### src/rtl/calc_sequencer.sv
// rtl/calc_sequencer.sv - keypad-to-ALU sequencer for the BCD calculator datapath
//
// Builds two 4-digit BCD operands and an add/subtract operator from keypad
// events, selects the display source and flags when a result is shown.
//
// Ports:
//   clk        system clock (LF oscillator)
//   reset      asynchronous, active-high
//   key_valid  keypad level, high while a key is held
//   key_tipo   0 = digit key, 1 = command key
//   key_code   digit 0-9 or command (A add, B sub, C equals, F clear)
//   reg1/reg2  BCD operands, most significant digit in [15:12]
//   regop      ALU operator, 0 = add, 1 = subtract
//   oe         one-hot display select: 001 reg1, 010 reg2, 100 result
//   res_valid  one-cycle pulse when a result becomes displayed
//   state      current FSM state for debug/LED
module calc_sequencer (
  input  logic        clk,
  input  logic        reset,
  input  logic        key_valid,
  input  logic        key_tipo,
  input  logic [3:0]  key_code,
  output logic [15:0] reg1,
  output logic [15:0] reg2,
  output logic        regop,
  output logic [2:0]  oe,
  output logic        res_valid,
  output logic [2:0]  state
);

  typedef enum logic [2:0] {
    IDLE   = 3'b000,
    OP1    = 3'b001,
    OPW    = 3'b010,
    OP2    = 3'b011,
    RESULT = 3'b100
  } state_t;

  localparam logic [3:0] CMD_ADD = 4'hA;
  localparam logic [3:0] CMD_SUB = 4'hB;
  localparam logic [3:0] CMD_EQ  = 4'hC;
  localparam logic [3:0] CMD_CLR = 4'hF;

  state_t      cur;
  logic        kv_q;
  logic [2:0]  cnt1;
  logic [2:0]  cnt2;
  logic        key_event;
  logic        is_digit;
  logic        is_op;
  logic        is_eq;
  logic        is_clr;
  logic [15:0] reg1_shift;
  logic [15:0] reg2_shift;

  // One event per press: only the low-to-high transition of the held level counts.
  assign key_event  = key_valid & ~kv_q;
  assign is_digit   = key_event & ~key_tipo & (key_code <= 4'd9);
  assign is_op      = key_event & key_tipo & ((key_code == CMD_ADD) | (key_code == CMD_SUB));
  assign is_eq      = key_event & key_tipo & (key_code == CMD_EQ);
  assign is_clr     = key_event & key_tipo & (key_code == CMD_CLR);
  assign reg1_shift = {reg1[11:0], key_code};
  assign reg2_shift = {reg2[11:0], key_code};
  assign state      = cur;

  always_ff @(posedge clk or posedge reset) begin
    if (reset) begin
      cur       <= IDLE;
      kv_q      <= 1'b0;
      reg1      <= 16'h0000;
      reg2      <= 16'h0000;
      cnt1      <= 3'd0;
      cnt2      <= 3'd0;
      regop     <= 1'b0;
      oe        <= 3'b001;
      res_valid <= 1'b0;
    end else begin
      kv_q      <= key_valid;
      res_valid <= 1'b0;
      if (is_clr) begin
        cur   <= IDLE;
        reg1  <= 16'h0000;
        reg2  <= 16'h0000;
        cnt1  <= 3'd0;
        cnt2  <= 3'd0;
        regop <= 1'b0;
        oe    <= 3'b001;
      end else begin
        case (cur)
          IDLE, OP1: begin
            // Leading zeros shift in but do not consume one of the four digit slots.
            if (is_digit && cnt1 != 3'd4) begin
              reg1 <= reg1_shift;
              if (reg1_shift != 16'h0000) cnt1 <= cnt1 + 3'd1;
            end
            if (is_digit) cur <= OP1;
            if (cur == OP1 && is_op) begin
              regop <= key_code[0];
              reg2  <= 16'h0000;
              cnt2  <= 3'd0;
              oe    <= 3'b010;
              cur   <= OPW;
            end
          end
          OPW, OP2: begin
            if (is_digit && cnt2 != 3'd4) begin
              reg2 <= reg2_shift;
              if (reg2_shift != 16'h0000) cnt2 <= cnt2 + 3'd1;
            end
            if (cur == OPW) begin
              if (is_digit) cur <= OP2;
              if (is_op) regop <= key_code[0];
            end else if (is_eq) begin
              cur       <= RESULT;
              oe        <= 3'b100;
              res_valid <= 1'b1;
            end
          end
          RESULT: begin
            // Operands hold so the ALU output stays stable until a new digit starts over.
            if (is_digit) begin
              reg1  <= {12'h000, key_code};
              cnt1  <= (key_code != 4'd0) ? 3'd1 : 3'd0;
              reg2  <= 16'h0000;
              cnt2  <= 3'd0;
              regop <= 1'b0;
              oe    <= 3'b001;
              cur   <= OP1;
            end
          end
          default: cur <= IDLE;
        endcase
      end
    end
  end

endmodule

### config.mk
export PLATFORM = sky130hd
export DESIGN_NAME = calc_sequencer
export DESIGN_NICKNAME = d
export VERILOG_FILES = /design/src/rtl/calc_sequencer.sv
export SDC_FILE = /design/constraint.sdc
export NUM_CORES = 1
export LEC_CHECK = 0
export CAP_MARGIN = 25
export CORE_AREA = 10 10 80 82
export DETAILED_ROUTE_END_ITERATION = 8
export DIE_AREA = 0 0 90 92
export PLACE_DENSITY = 0.85
export SETUP_SLACK_MARGIN = 0.05
export SLEW_MARGIN = 20
export SYNTH_ARGS = -nofsm -noshare
export SYNTH_HDL_FRONTEND = slang
export SYNTH_SLANG_ARGS = --single-unit
### constraint.sdc
create_clock -name clk -period 2.5 [get_ports clk]
set_input_delay 0.625 -clock clk [delete_from_list [all_inputs] [get_ports clk]]
set_output_delay 0.625 -clock clk [all_outputs]
set_load 0.02 [all_outputs]
== Yosys cells after proc, flatten, opt, wreduce, memory -nomap -nowiden ==
Cells that the tools add are included.
Widths: inputs -> output; s select.

* Register bits after elaboration: 47
* Input port bits: 8
* Output and inout port bits: 40
* Word-level logic and storage cells: 105

* $add $sub $neg: 2
* Magnitude comparators: 1
* Equal/unequal tests: 22
* Mux-type cells: 43
* Bitwise operators: 10
* Reductions and logical operators: 18

{| class="wikitable"
|+ Operators with widths
! cell !! count
|-
| $mux 16 || 7
|-
| $mux 3 || 19
|-
| $pmux 16 s3 || 1
|-
| $ne 3x3->1 const B || 12
|-
| $pmux 16 s2 || 1
|-
| $reduce_bool 16->1 || 2
|-
| $pmux 3 s3 || 3
|-
| $eq 4x4->1 const B || 4
|-
| $reduce_and 5->1 || 3
|-
| $mux 1 || 10
|-
| $ne 4x4->1 const B || 2
|-
| $reduce_and 4->1 || 2
|-
| $reduce_bool 4->1 || 2
|-
| $and 1x1->1 || 7
|-
| $add 3x1->3 const B || 2
|-
| $eq 3x2->1 const B || 2
|-
| $pmux 3 s2 || 1
|-
| $le 4x4->1 const B || 1
|-
| $reduce_or 2->1 || 2
|-
| $eq 3x1->1 const B || 1
|-
| $eq 3x3->1 const B || 1
|-
| $logic_and 1x1->1 || 3
|-
| $logic_not 3->1 || 1
|-
| $pmux 1 s3 || 1
|-
| other kinds (5) || 6
|}

== Logic depth before layout (Yosys ltp) ==
* Depth after elaboration: 8
* Gate-level depth with buffers: 8
* Mapped depth without buffers: 7

== Worst setup path after synthesis ==
Ideal clock, no wire load.

* Path kind: in2reg
* From: input key_code[2]
* To: register regop
* Setup time: 0.125 ns
* Arrival: 1.886 ns
* Data required time: 2.375 ns
* Slack: 0.489 ns
* Stages: 7
* Path buffers: 2
* Cell sequence: buf_2 inv_2 nor3_2 buf_4 or3_4 o21ai_2 mux2_4

* Cells in the longest elaborated chain, start to end: 6
* Elaborated cells between the ends (all ways): 16
* Those cells by class: order compare: 1; eq/ne: 7; mux: 1; bitwise: 4; reduce/logical: 3

{| class="wikitable"
|+ RTL lines
! what !! RTL line !! text
|-
| from (decl) || 22 || <nowiki>input logic [3:0] key_code,</nowiki>
|-
| $eq 4x4->1 || 59 || <nowiki>assign is_op = key_event & key_tipo & ((key_code == CMD_ADD) | (key_code == CMD_SUB));</nowiki>
|-
| $or 1x1->1 || 59 ||
|-
| $and 1x1->1 || 59 ||
|-
| $logic_and 1x1->1 || 97 || <nowiki>if (cur == OP1 && is_op) begin</nowiki>
|-
| $ne 3x3->1 (no line) || n/a ||
|-
| $reduce_and 5->1 (no line) || n/a ||
|-
| to (signal assigned) || 98 || <nowiki>regop <= key_code[0];</nowiki>
|-
| to (signal assigned) || 112 || <nowiki>if (is_op) regop <= key_code[0];</nowiki>
|-
| to (decl) || 25 || <nowiki>output logic regop,</nowiki>
|}

Parallel ways exist; a longest one is shown, timed or not.
A chain may end at the register's enable or synchronous reset.

== Worst setup path in the final report ==
* From: input key_valid
* To: register reg2[2]

* Cells in the longest elaborated chain, start to end: 6
* Elaborated cells between the ends (all ways): 14
* Those cells by class: eq/ne: 3; mux: 1; bitwise: 6; reduce/logical: 4

{| class="wikitable"
|+ RTL lines
! what !! RTL line !! text
|-
| from (decl) || 20 || <nowiki>input logic key_valid,</nowiki>
|-
| $and 1x1->1 * || 57 || <nowiki>assign key_event = key_valid & ~kv_q;</nowiki>
|-
| $and 1x1->1, on equally long branches || 58, 59, 61 ||
|-
| $and 1x1->1, on equally long branches || 58, 59 ||
|-
| $logic_and 1x1->1, on equally long branches || 106, 97 ||
|-
| $ne 3x3->1 (no line) || n/a ||
|-
| $reduce_and 4->1 (no line) || n/a ||
|-
| to (signal assigned) || 107 || <nowiki>reg2 <= reg2_shift;</nowiki>
|-
| to (decl) || 24 || <nowiki>output logic [15:0] reg2,</nowiki>
|}

Mark *: on every way between the ends. The rest lies on a longest branch, timed or not.

==> impl_metrics.yaml <==
synthesis:
  ys_seq_area_share_pct: 49.6
  yosys-top-cells-count: "dfrtp_1 (46), nand2_1 (40), o21ai_1 (16)"
  synth_compound_gate_area_share_pct: 21.8
  synth_top_family_by_area: "compound AO/OA/AOI/OAI gates"
  syn_avg_cell_area_sq_um: 10.2
  synth-xor-area-share_pct: 0
  synth.largest_area_cell: "dfrtp_1"
  synth.area.top_cells: "dfrtp_1 (48%), nand2_1 (6.3%), o21ai_1 (3.4%)"
  async_reset_ff_share_pct: 100
  synth_top_area_share_pct: 48.4
  synth_flop_cell: "dfrtp_1"
  yosysWarnings: 0
  syn_nets: 245
  synth_cell_type_count: 53
  synth_mux_area_share_pct: 2.74
  synthSimpleGateAreaFrac_pct: 20.2
  ys_seq_elements: 47
  netlist_area_sq_um: 2380
  yosysMostFrequentCell: "dfrtp_1"
  synthAdderAreaFrac_pct: 2.11
  synth_edf_count: 0
  syn_inst: 233
timing:
  period_share_pct: 92.8
  hold_viol_final: 0
  rsz0062_at_grt: "yes"
  max-slew-margin-rel_pct: 69.2
  worst_slack_ns: 0.181
  tightest_slew_ns: 0.462
  setup_viol: 0
  period_minus_slack_ns: 2.32
  clock.fmax_mhz: 431
  clock-skew-final_ns: 0.00576
  final_max_slew_viol_count: 0
  holdWs_ns: 0.486
cells_and_area:
  seqCellArea_sq_um: 1180
  post-route-util_pct: 66.8
  fill_cells: 367
  n_antenna_cell: 0
  area_growth_syn_to_layout_pct: 38.1
  layout.nets: 324
  multi_input_area_sq_um: 1140
  drive_above_1_share_pct: 22.0
die:
  core_area_sq_um: 4910
  rows: 26
  dieArea_sq_um: 8280
  die_w_um: 90
  io_pins: 48
  die_y_um: 92
  initial_core_util_pct: 48.4
drt:
  wl_per_cell_um: 16.5
  drtAntennaViolNets: 0
  route.detailed.drc: 0
  wirelength_mm: 6.32
  drt-initial-drc-count: 140
  routed-via-count: 2136
  first_pass_iters: 4
  vias_per_cell: 5.58
setup_path:
  critPathCaptureType: "flip-flop"
  cp_max_fo: 23
  reg2reg_to: "regop"
  cp-start-kind: "input pin"
  crit_path_start: "key_valid"
  required_ns: 2.71
  reg2reg_slack_ns: 0.50
  critPathKind: "input pin to flip-flop"
  ff2ff_path_depth: 6
  worstReg2RegStart: "state[1]"
  worst_ep_arrival_time_ns: 2.53
clock_tree:
  cts_htree_levels: 2
  cts_buffers: 5
  cts.clk_slew.worst_paths_ns: 0.09
  insertion_delay_ns: 0.30
  clockBufferDepth: 2
  cts-root-buf: "clkbuf_8"
  cts_tree: "yes"
  cts_hold_buf: 0
  cts.sinks: 47
flow_run:
  maxCapViolations: 0
global_route:
  grt_max_degree: 33
  overflow: 0
  track_usage_pct: 14.9
  grt_pass1_wl_mm: 10.3
  antenna_found_initial: 0
  first_global_vias: 2079
place:
  port_buffers: 47
  dp_hpwl_mm: 4.77
  dp_slack_ns: -0.214
  gp_congestion: 0.897
run_status:
  outcome: "finished clean"
worst_hold_path:
  whs_path_depth: 2
  hold_path_class: "flip-flop to flip-flop"
  hold_start: "oe[0]"
  hold_end: "oe[0]"
power:
  power.density_nw_per_um2: 794
  ir_worst_vdd_uv: 483
  p_leak_nw: 1.40
==> final cells by class <==
type	count	area share, %
clock buffers	6	2.52
clock inverters	2	0.496
inverters	9	1.03
multi-input cells	168	34.7
flip-flops and latches	47	35.9
well taps	70	2.67
repair buffers	81	22.7
==> layer usage <==
metal | track usage, % | part of all wire (%) | vias up
met2 | 26.0 | 50 | 69
met3 | 4.07 | 5.9 | 8
met4 | 4.77 | 1.4 | 0
li1 | - | - | 1011
met5 | 0 | 0 | -
met1 | 17.5 | 43 | 1048
==> report_power, final <==
part           leakage (nW)  internal (W)  total, W  switching, W
clock network        0.0474      0.000226  0.000492      0.000266
registers             0.619      0.000945   0.00114      0.000190
logic                 0.737      0.000486  0.000977      0.000491
==> through the flow <==
stage          power (W)  area, sq um  setup TNS [ns]  cells
2_1_floorplan    0.00164         2380               0    233
3_3_place_gp     0.00209         3150           -3.32    373
3_5_place_dp     0.00212         3150           -3.98    373
4_1_cts          0.00262         3240               0    381
5_1_grt          0.00276         3280               0    383
6_report         0.00260         3280               0    383
==> cells by family after synthesis <==
kind of cell             count (synthesis)
AO/OA/AOI/OAI                           68
adder cells (fa/ha/maj)                  4
multiplexers                             6
AND/OR/NAND/NOR                         90
flip-flops                              47
buffers and inverters                   18
==> flip-flops by register name, indices dropped and copies added, names as in the netlist <==
name / count
oe: 3
reg1: 16
cnt1: 3
reg2: 16
regop: 1
cnt2: 3
res_valid: 1
kv_q: 1
state: 3
==> repair_timing <==
item | in CTS | in global routing
setup buffers | 0 | 0
resized for setup | 0 | 2
setup endpoints to repair | 0 | 4
==> cell usage in the layout (no fill, tap or decap), types with 2 or more instances in the layout <==
| master | n |
|---|---|
| nand2_1 | 40 |
| inv_1 | 7 |
| nand3_1 | 7 |
| clkdlybuf4s50_1 | 47 |
| ha_1 | 4 |
| o21ai_2 | 2 |
| o21ai_1 | 16 |
| nand2b_1 | 2 |
| o21ai_0 | 8 |
| nor3_1 | 3 |
| a31oi_1 | 4 |
| nor2_2 | 6 |
| o21a_1 | 3 |
| dfrtp_1 | 46 |
| mux2i_1 | 5 |
| clkbuf_8 | 6 |
| nor3_2 | 2 |
| nand4_1 | 2 |
| or3_4 | 2 |
| a21o_1 | 4 |
| nor2_1 | 8 |
| nor4_1 | 7 |
| a22o_1 | 7 |
| buf_4 | 32 |
| a21oi_1 | 4 |
| o31ai_1 | 7 |
| inv_2 | 2 |
==> critical path, stage by stage <==
cell             delay, ns
clkdlybuf4s50_1       0.48
buf_4                 0.13
nand4b_4              0.13
buf_4                 0.18
o31ai_4               0.36
o32ai_4               0.22
buf_8                 0.21
o31ai_1               0.19
==> worst max-delay path by stage <==
| stage | end | slack [ns] | depth (start not counted) |
|---|---|---|---|
| 3_5_place_dp | reg2[15] | -0.21 | 7 |
| 4_1_cts | reg2[4] | 0.07 | 8 |
| 5_1_grt | reg2[0] | 0.07 | 8 |
| 3_3_place_gp | reg2[14] | -0.17 | 5 |
| 2_1_floorplan | regop | 0.49 | 7 |
| 6_report | reg2[2] | 0.18 | 8 |
(Power assumes the default switching activity.)
